==> src/rtl/loop_cnt_ctrl.sv <==
// loop_cnt_ctrl: sequences an external loadable counter through a modulo-2^len index range
module loop_cnt_ctrl #(
    parameter int len = 5
) (
    input  logic           clk,
    input  logic           reset,
    input  logic           start,
    input  logic           abort,
    input  logic           stall,
    input  logic [len-1:0] startVal,
    input  logic [len-1:0] endVal,
    input  logic [len-1:0] cntVal,
    output logic           wrt,
    output logic           cnt,
    output logic [len-1:0] dataIn,
    output logic           busy,
    output logic           iterValid,
    output logic           last,
    output logic           done
);
    typedef enum logic [1:0] {IDLE, LOAD, RUN, DONE} state_t;
    state_t         r_state;
    state_t         w_next;
    logic [len-1:0] r_start_reg;
    logic [len-1:0] r_end_reg;
    logic           w_at_end;
    assign w_at_end = (cntVal == r_end_reg);
    // state register and loop bounds, bounds captured only when a start is accepted
    always_ff @(posedge clk) begin
        if (reset) begin
            r_state     <= IDLE;
            r_start_reg <= '0;
            r_end_reg   <= '0;
        end else begin
            r_state <= w_next;
            if (r_state == IDLE && start) begin
                r_start_reg <= startVal;
                r_end_reg   <= endVal;
            end
        end
    end
    // next state and strobes; the index itself always comes from the counter via cntVal
    always_comb begin
        w_next    = r_state;
        wrt       = 1'b0;
        cnt       = 1'b0;
        iterValid = 1'b0;
        last      = 1'b0;
        done      = 1'b0;
        busy      = (r_state != IDLE);
        dataIn    = r_start_reg;
        case (r_state)
            IDLE: w_next = start ? LOAD : IDLE;
            LOAD: begin
                wrt    = 1'b1;
                w_next = abort ? IDLE : RUN;
            end
            RUN: begin
                last      = w_at_end;
                iterValid = !stall && !abort;
                cnt       = !stall && !abort && !w_at_end;
                w_next    = abort ? IDLE : (!stall && w_at_end) ? DONE : RUN;
            end
            default: begin
                done   = 1'b1;
                w_next = IDLE;
            end
        endcase
    end
endmodule

==> config.mk <==
export PLATFORM = sky130hd
export DESIGN_NAME = loop_cnt_ctrl
export DESIGN_NICKNAME = d
export VERILOG_FILES = /design/src/rtl/loop_cnt_ctrl.sv
export SDC_FILE = /design/constraint.sdc
export NUM_CORES = 1
export LEC_CHECK = 0
export ABC_AREA = 1
export CORE_UTILIZATION = 32
export CTS_CLUSTER_DIAMETER = 120
export DETAILED_ROUTE_END_ITERATION = 8
export PLACE_DENSITY = 0.75
export SYNTH_ARGS = -nofsm -noshare
export SYNTH_HDL_FRONTEND = slang
export SYNTH_SLANG_ARGS = --single-unit
==> constraint.sdc <==
create_clock -name clk -period 1 [get_ports clk]
set_input_delay 0.25 -clock clk [delete_from_list [all_inputs] [get_ports clk]]
set_output_delay 0.25 -clock clk [all_outputs]
set_load 0.01 [all_outputs]
==> run metrics, run 1 <==
Gate Count Post-Synth=80; FF-to-FF Start=r_state[1]$_SDFF_PP0_; antenna violations before repair=0; DRT antenna net count=0; Via-to-Cell Ratio=4.67; status=complete, but fails checks; ant diodes=0; Hold Crit Depth=2; Compound-Gate Fraction of Synth Area=13.5%; HPWL Detailed=1.09 mm; worst setup margin=-0.574 ns; sequential share of the synthesized area=43.8%; Clock Skew=0.00140 ns; GRT Util Overall=19.2%; first-pass GRT wire length=2.56 mm; Netlist cell types=18; Final setup viols=18; sequential share of power=40.6%; WP data required=0.75 ns; largest family of logic cells by synthesized area=simple AND/OR/NAND/NOR gates; Metal-1 WL=628 microns; DR iter-0 viols=11; WHS Endpoint=r_state[1]$_SDFF_PP0_; vias in the first global route=625; CTS Buf Count=3; Core ar.=1560 sq um; CP max stage delay=around 0.33 ns; largest net degree at the start of global routing=9; nets=153; syn avg cell area=6.85 sq um; detailed-route via count=691; Pre-Repair DR Iteration Count=5; setup slack at placement=-0.996 ns; combinational power share=30.3%; CP arrival=1.32 ns; Final Cell Area=1210 sq um; CTS clock-pin slew for the worst setup and hold paths=0.08 ns; H-tree Lvls=1; slew margin rel.=73.9%; Initial Util=35.2%; proportion of layout cells with a drive suffix above 1=a little under three fifths; maximum vdd drop=just over 0.8 mV; CTS Sinks=12; # DRC=2; TritonCTS clock tree=built; worst path cell trace=inv_1, nand2_1, nand2_1, nor2_2, nand3_2, and2_1, buf_2; syn_nets=100; Psw=between 0.3 and 0.4 mW; Die Y=43.4 microns; metal3 WL=102 microns; crit end category=output port; Max Buffers Root-to-Sink=2; max layer used=met4; Netlist Area Pre-Place=548 sq um; XOR/XNOR share of the synthesized area=~1.6%; Simple-Gate Fraction of Synth Area=30.8%; worst slew pin tran=0.392 ns; Int Power=0.968 mW; violated checks=design-rule violations, negative setup slack; worst reg2reg path depth=8; root buf cell=clkbuf_4; Crit Path Class=reg2out; GRT Residual Overflow=0; Synth warnings=0; Worst Hold Slack=0.230 ns; clk_lat worst skew=0.28 ns; Hold/Removal Path Class=in2reg; final max-slew violation count=0; Die X=43.4 microns; port bufs=30; final core area utilization=77.4%; Reg-to-Reg End=r_state[0]$_SDFF_PP0_; CP max FO=2; # Max-Cap Violations=0; Worst Hold Launch=abort; Fillers=116; fmax=635 MHz; WP buf/inv=2; post-route setup TNS=-3.51 ns; proportion of synthesized area in mux cells=0%; met2 WL=972 microns; R2R setup slack=-0.22 ns; die area=around 1900 sq um; switch share=29.2%; num rows=14; P per Cell Area=1130 nW/um^2; DRT Wirelength=about 1.7 mm; min cycle time layout=between 1.5 and 2 ns; CP most frequent cell=nand2_1; period utilization=157%; placed instance area=between 900 and 1000 sq um; io pins=31; global placer's final weighted congestion=0.763; startpoint types=flop; Avg WL per Cell=11.7 microns; Crit path max-delay family=simple AND/OR/NAND/NOR gates; Final Hold Fails=0; RSZ-0062 raised after global routing=true; Leakage=around 0.58 nW; area share of fa/ha/maj cells after synthesis=0%; clock share of power=29.1%; crit path max-delay cell type=dfxtp_2; Area growth syn-to-layout=120%; FF+latch count, synth=12
[stage by stage]
step	cells	total power [mW]
after detailed placement	138	0.855
final	148	1.37
after floorplan	80	0.672
after global placement	138	0.845
after CTS	146	1.30
after global routing	148	1.43
[worst max-delay path by stage]
stage	startpoint	to	slack [ns]	depth (start not counted)
CTS	r_end_reg[0]$_SDFFE_PP0P_	cnt	-0.52	7
global route	r_end_reg[0]$_SDFFE_PP0P_	cnt	-0.63	6
global placement	cntVal[3]	last	-0.97	8
detailed placement	cntVal[3]	last	-1.0	8
floorplan	stall	cnt	-0.07	3
finish	r_end_reg[1]$_SDFFE_PP0P_	cnt	-0.57	7
[cell usage in the layout (no fill, tap or decap), types with 2 or more instances in the layout]
master	count
inv_1	7
nand2_1	10
nor2_2	3
buf_4	13
clkdlybuf4s50_1	12
buf_6	13
dlygate4sd2_1	5
nand2_4	2
dfxtp_2	11
o21ai_2	10
clkbuf_4	3
nor2_1	14
buf_2	3
nor2_4	5
a21oi_1	3
inv_2	3
nand2_8	2
[cell type report]
| type | instances | area (sq um) | share of cell area (%) |
|---|---|---|---|
| multi-input combinational | 56 | 390 | 32.3 |
| clock buffer | 4 | 36.3 | 3.01 |
| inverter | 12 | 60.1 | 4.97 |
| timing repair buffer | 48 | 447 | 37.0 |
| sequential | 12 | 254 | 21.0 |
| tap | 16 | 20.0 | 1.66 |
[per-layer routing]
metal  vias up  global-route usage (%)
met3         3                    3.75
met2        23                    36.7
met4         0                    9.38
met1       311                    19.7
met5         -                       0
li1        354                       -
[repair_timing]
| item | in CTS | in global routing |
|---|---|---|
| pin swaps | 6 | 15 |
| endpoints found under the setup margin | 22 | 22 |
| setup buffers | 3 | 4 |
| hold buffers | 0 | 0 |
| cloned | 1 | 0 |
| gates resized for setup | 96 | 27 |
[cell families after synthesis]
group / Yosys count
xor+xnor: 1
flops: 12
compound gates: 14
simple gates: 40
buf+inv: 13
[power by group through the flow]
stage | sequential, mW | clock [mW] | combinational [mW]
floorplan | 0.554 | 0 | 0.118
global placement | 0.545 | 0 | 0.301
detailed placement | 0.547 | 0 | 0.307
CTS | 0.544 | 0.405 | 0.351
global route | 0.559 | 0.426 | 0.448
finish | 0.554 | 0.398 | 0.414
[cell usage after synthesis, drive strengths merged]
library cell | number | area, sq um
o21ai | 10 | 53.8
nand2 | 13 | 51.3
or2 | 1 | 6.26
nand3 | 1 | 5.00
nor2 | 22 | 87.6
dfxtp | 12 | 240
nand4 | 1 | 6.26
and2 | 1 | 6.26
inv | 12 | 45.0
buf | 1 | 11.3
a21oi | 4 | 20.0
xnor2 | 1 | 8.76
nor4 | 1 | 6.26
No activity file was read; power rests on OpenSTA's default activity.
==> run 2, diff against run 1 <==
--- a/config.mk
+++ b/config.mk
@@ -9,7 +9,8 @@
 export CORE_UTILIZATION = 32
 export CTS_CLUSTER_DIAMETER = 120
 export DETAILED_ROUTE_END_ITERATION = 8
-export PLACE_DENSITY = 0.75
+export PLACE_DENSITY = 0.72
+export SLEW_MARGIN = 0
 export SYNTH_ARGS = -nofsm -noshare
 export SYNTH_HDL_FRONTEND = slang
 export SYNTH_SLANG_ARGS = --single-unit
==> run 2 against run 1 <==
Net effect:
- the flow still finishes with violations (design-rule violations, negative setup slack)
- clock-buffer cell count unchanged
- fmax is 6.7% lower
- via count increased by 30%
- sequential cell count unchanged
- die area unchanged
- first-iteration DRC count rose to 3.1 times the previous value
- total power grew 13%
- worst hold slack better by 0.13 ns
- final cell count increased by 8.8%
- cell area is 13% higher
- clock skew grew 0.0055 ns
- register-to-register slack worse by 0.29 ns
- critical endpoint unchanged
==> run metrics, run 2 (synthesis gave the netlist of run 1 again) <==
status=complete, but fails checks; violated checks=design-rule violations, negative setup slack; detailed-route via count=896; # DRC=6; Leakage=0.639 nW; num rows=14; die area=1880 sq um; Crit Path Class=reg2out; port bufs=30; Psw=0.510 mW; largest net degree at the start of global routing=9; combinational power share=between 30% and 40%; proportion of layout cells with a drive suffix above 1=71.0%; DRT Wirelength=3.11 mm; ant diodes=0; FF-to-FF Start=r_end_reg[3]$_SDFFE_PP0P_; Area growth syn-to-layout=150%; Core ar.=1560 sq um; WP data required=0.75 ns; HPWL Detailed=1.05 mm; min cycle time layout=~1.7 ns; Die Y=43.4 microns; CTS Buf Count=3; DR iter-0 viols=34; first-pass GRT wire length=3.80 mm; CP startpoint=r_end_reg[4]$_SDFFE_PP0P_; Final Hold Fails=0; GRT Util Overall=28.3%; GRT Residual Overflow=0; period utilization=169%; R2R setup slack=-0.51 ns; worst reg2reg path depth=11; P per Cell Area=1130 nW/um^2; DRT antenna net count=0; Pre-Repair DR Iteration Count=6; multi-input combinational cell area=447 sq um; final max-slew violation count=0; Avg WL per Cell=19.3 microns; Reg-to-Reg End=r_state[0]$_SDFF_PP0_; Worst Hold Slack=0.361 ns; H-tree Lvls=1; # Max-Cap Violations=0; Final setup viols=18; switch share=32.9%; Die X=43.4 microns; fmax=592 MHz; startpoint types=flop; most frequent cells in the layout=buf_4, buf_6, clkdlybuf4s50_1; Hold-fix buffers, CTS=0; Seq. cell area=around 250 sq um; maximum vdd drop=0.990 mV; clock share of power=between 20 and 30%; io pins=31; CTS Sinks=12; Fillers=67; clk_lat worst skew=0.29 ns; CP max FO=2; Final Total Pwr=1.55 mW; TritonCTS clock tree=built; worst setup path endpoint=cnt; leading cell type in the layout, fill and taps excluded=buf_4; Via-to-Cell Ratio=roughly 5.6; sequential share of power=between 30% and 40%; Max Buffers Root-to-Sink=2; antenna violations before repair=0; crit end category=output port; worst slew pin tran=about 0.4 ns; Clock Skew=roughly 0.007 ns; Hold/Removal Path Class=in2reg; nets=166; Initial Util=a little over a third; global placer's final weighted congestion=roughly 0.76; RSZ-0062 raised after global routing=true; CTS clock-pin slew for the worst setup and hold paths=0.09 ns; worst setup margin=-0.688 ns; root buf cell=clkbuf_4; CP arrival=1.44 ns; slew margin rel.=73.3%; vias in the first global route=between 800 and 900; Int Power=roughly 1.0 mW
-- run 2: critical path, cell delays in order (launching register included) --
cell     delay, ns
dfxtp_1       0.35
xnor2_1       0.35
nand3_2       0.15
and2_4        0.19
buf_6         0.11
-- run 2: layer usage --
layer | GRT usage [%] | part of all wire [%]
met5 | 0 | 0
met4 | 20.6 | 5.8
met3 | 3.75 | 8.6
met2 | 47.9 | 49
met1 | 32.5 | 36
-- run 2: power by group through the flow --
stage          clock network, mW  registers (mW)  logic [mW]
3_5_place_dp                   0           0.547       0.307
2_1_floorplan                  0           0.554       0.118
3_3_place_gp                   0           0.546       0.301
5_1_grt                    0.433           0.558       0.596
4_1_cts                    0.398           0.545       0.432
6_report                   0.423           0.557       0.571
-- run 2: stage by stage --
stage | setup WS, ns | std cells | utilization [%] | TNS [ns] | cell area, sq um
detailed placement | -0.993 | 139 | 61.7 | -7.90 | 962
global route | -0.711 | 161 | 87.8 | -5.32 | 1370
finish | -0.688 | 161 | 87.8 | -4.86 | 1370
global placement | -0.970 | 139 | 61.7 | -7.60 | 962
CTS | -0.512 | 162 | 78.2 | -3.26 | 1220
floorplan | -0.0699 | 80 | - | -0.139 | 548
-- run 2: timing repair --
action | in CTS | in global routing
resized for setup | 103 | 41
gates cloned | 1 | 0
pin swaps | 13 | 18
buffers inserted | 25 | 3
setup endpoints to repair | 22 | 21
-- run 2: layout make-up --
type	count	area share [%]
clock buffer	4	2.65
inverter	12	4.39
multi-input combinational	56	32.6
sequential	12	18.6
tap	16	1.46
timing repair buffer	61	40.3
-- run 2: worst min-delay path by stage --
stage	cells past startpoint	start	to	slack (ns)
6_report	3	abort	r_state[1]$_SDFF_PP0_	0.36
5_1_grt	3	abort	r_state[1]$_SDFF_PP0_	0.36
4_1_cts	3	abort	r_state[1]$_SDFF_PP0_	0.33
3_5_place_dp	2	dataIn[3]$_SDFFE_PP0P_	dataIn[3]$_SDFFE_PP0P_	0.48
3_3_place_gp	2	dataIn[2]$_SDFFE_PP0P_	dataIn[2]$_SDFFE_PP0P_	0.47
2_1_floorplan	1	reset	r_state[0]$_SDFF_PP0_	0.32
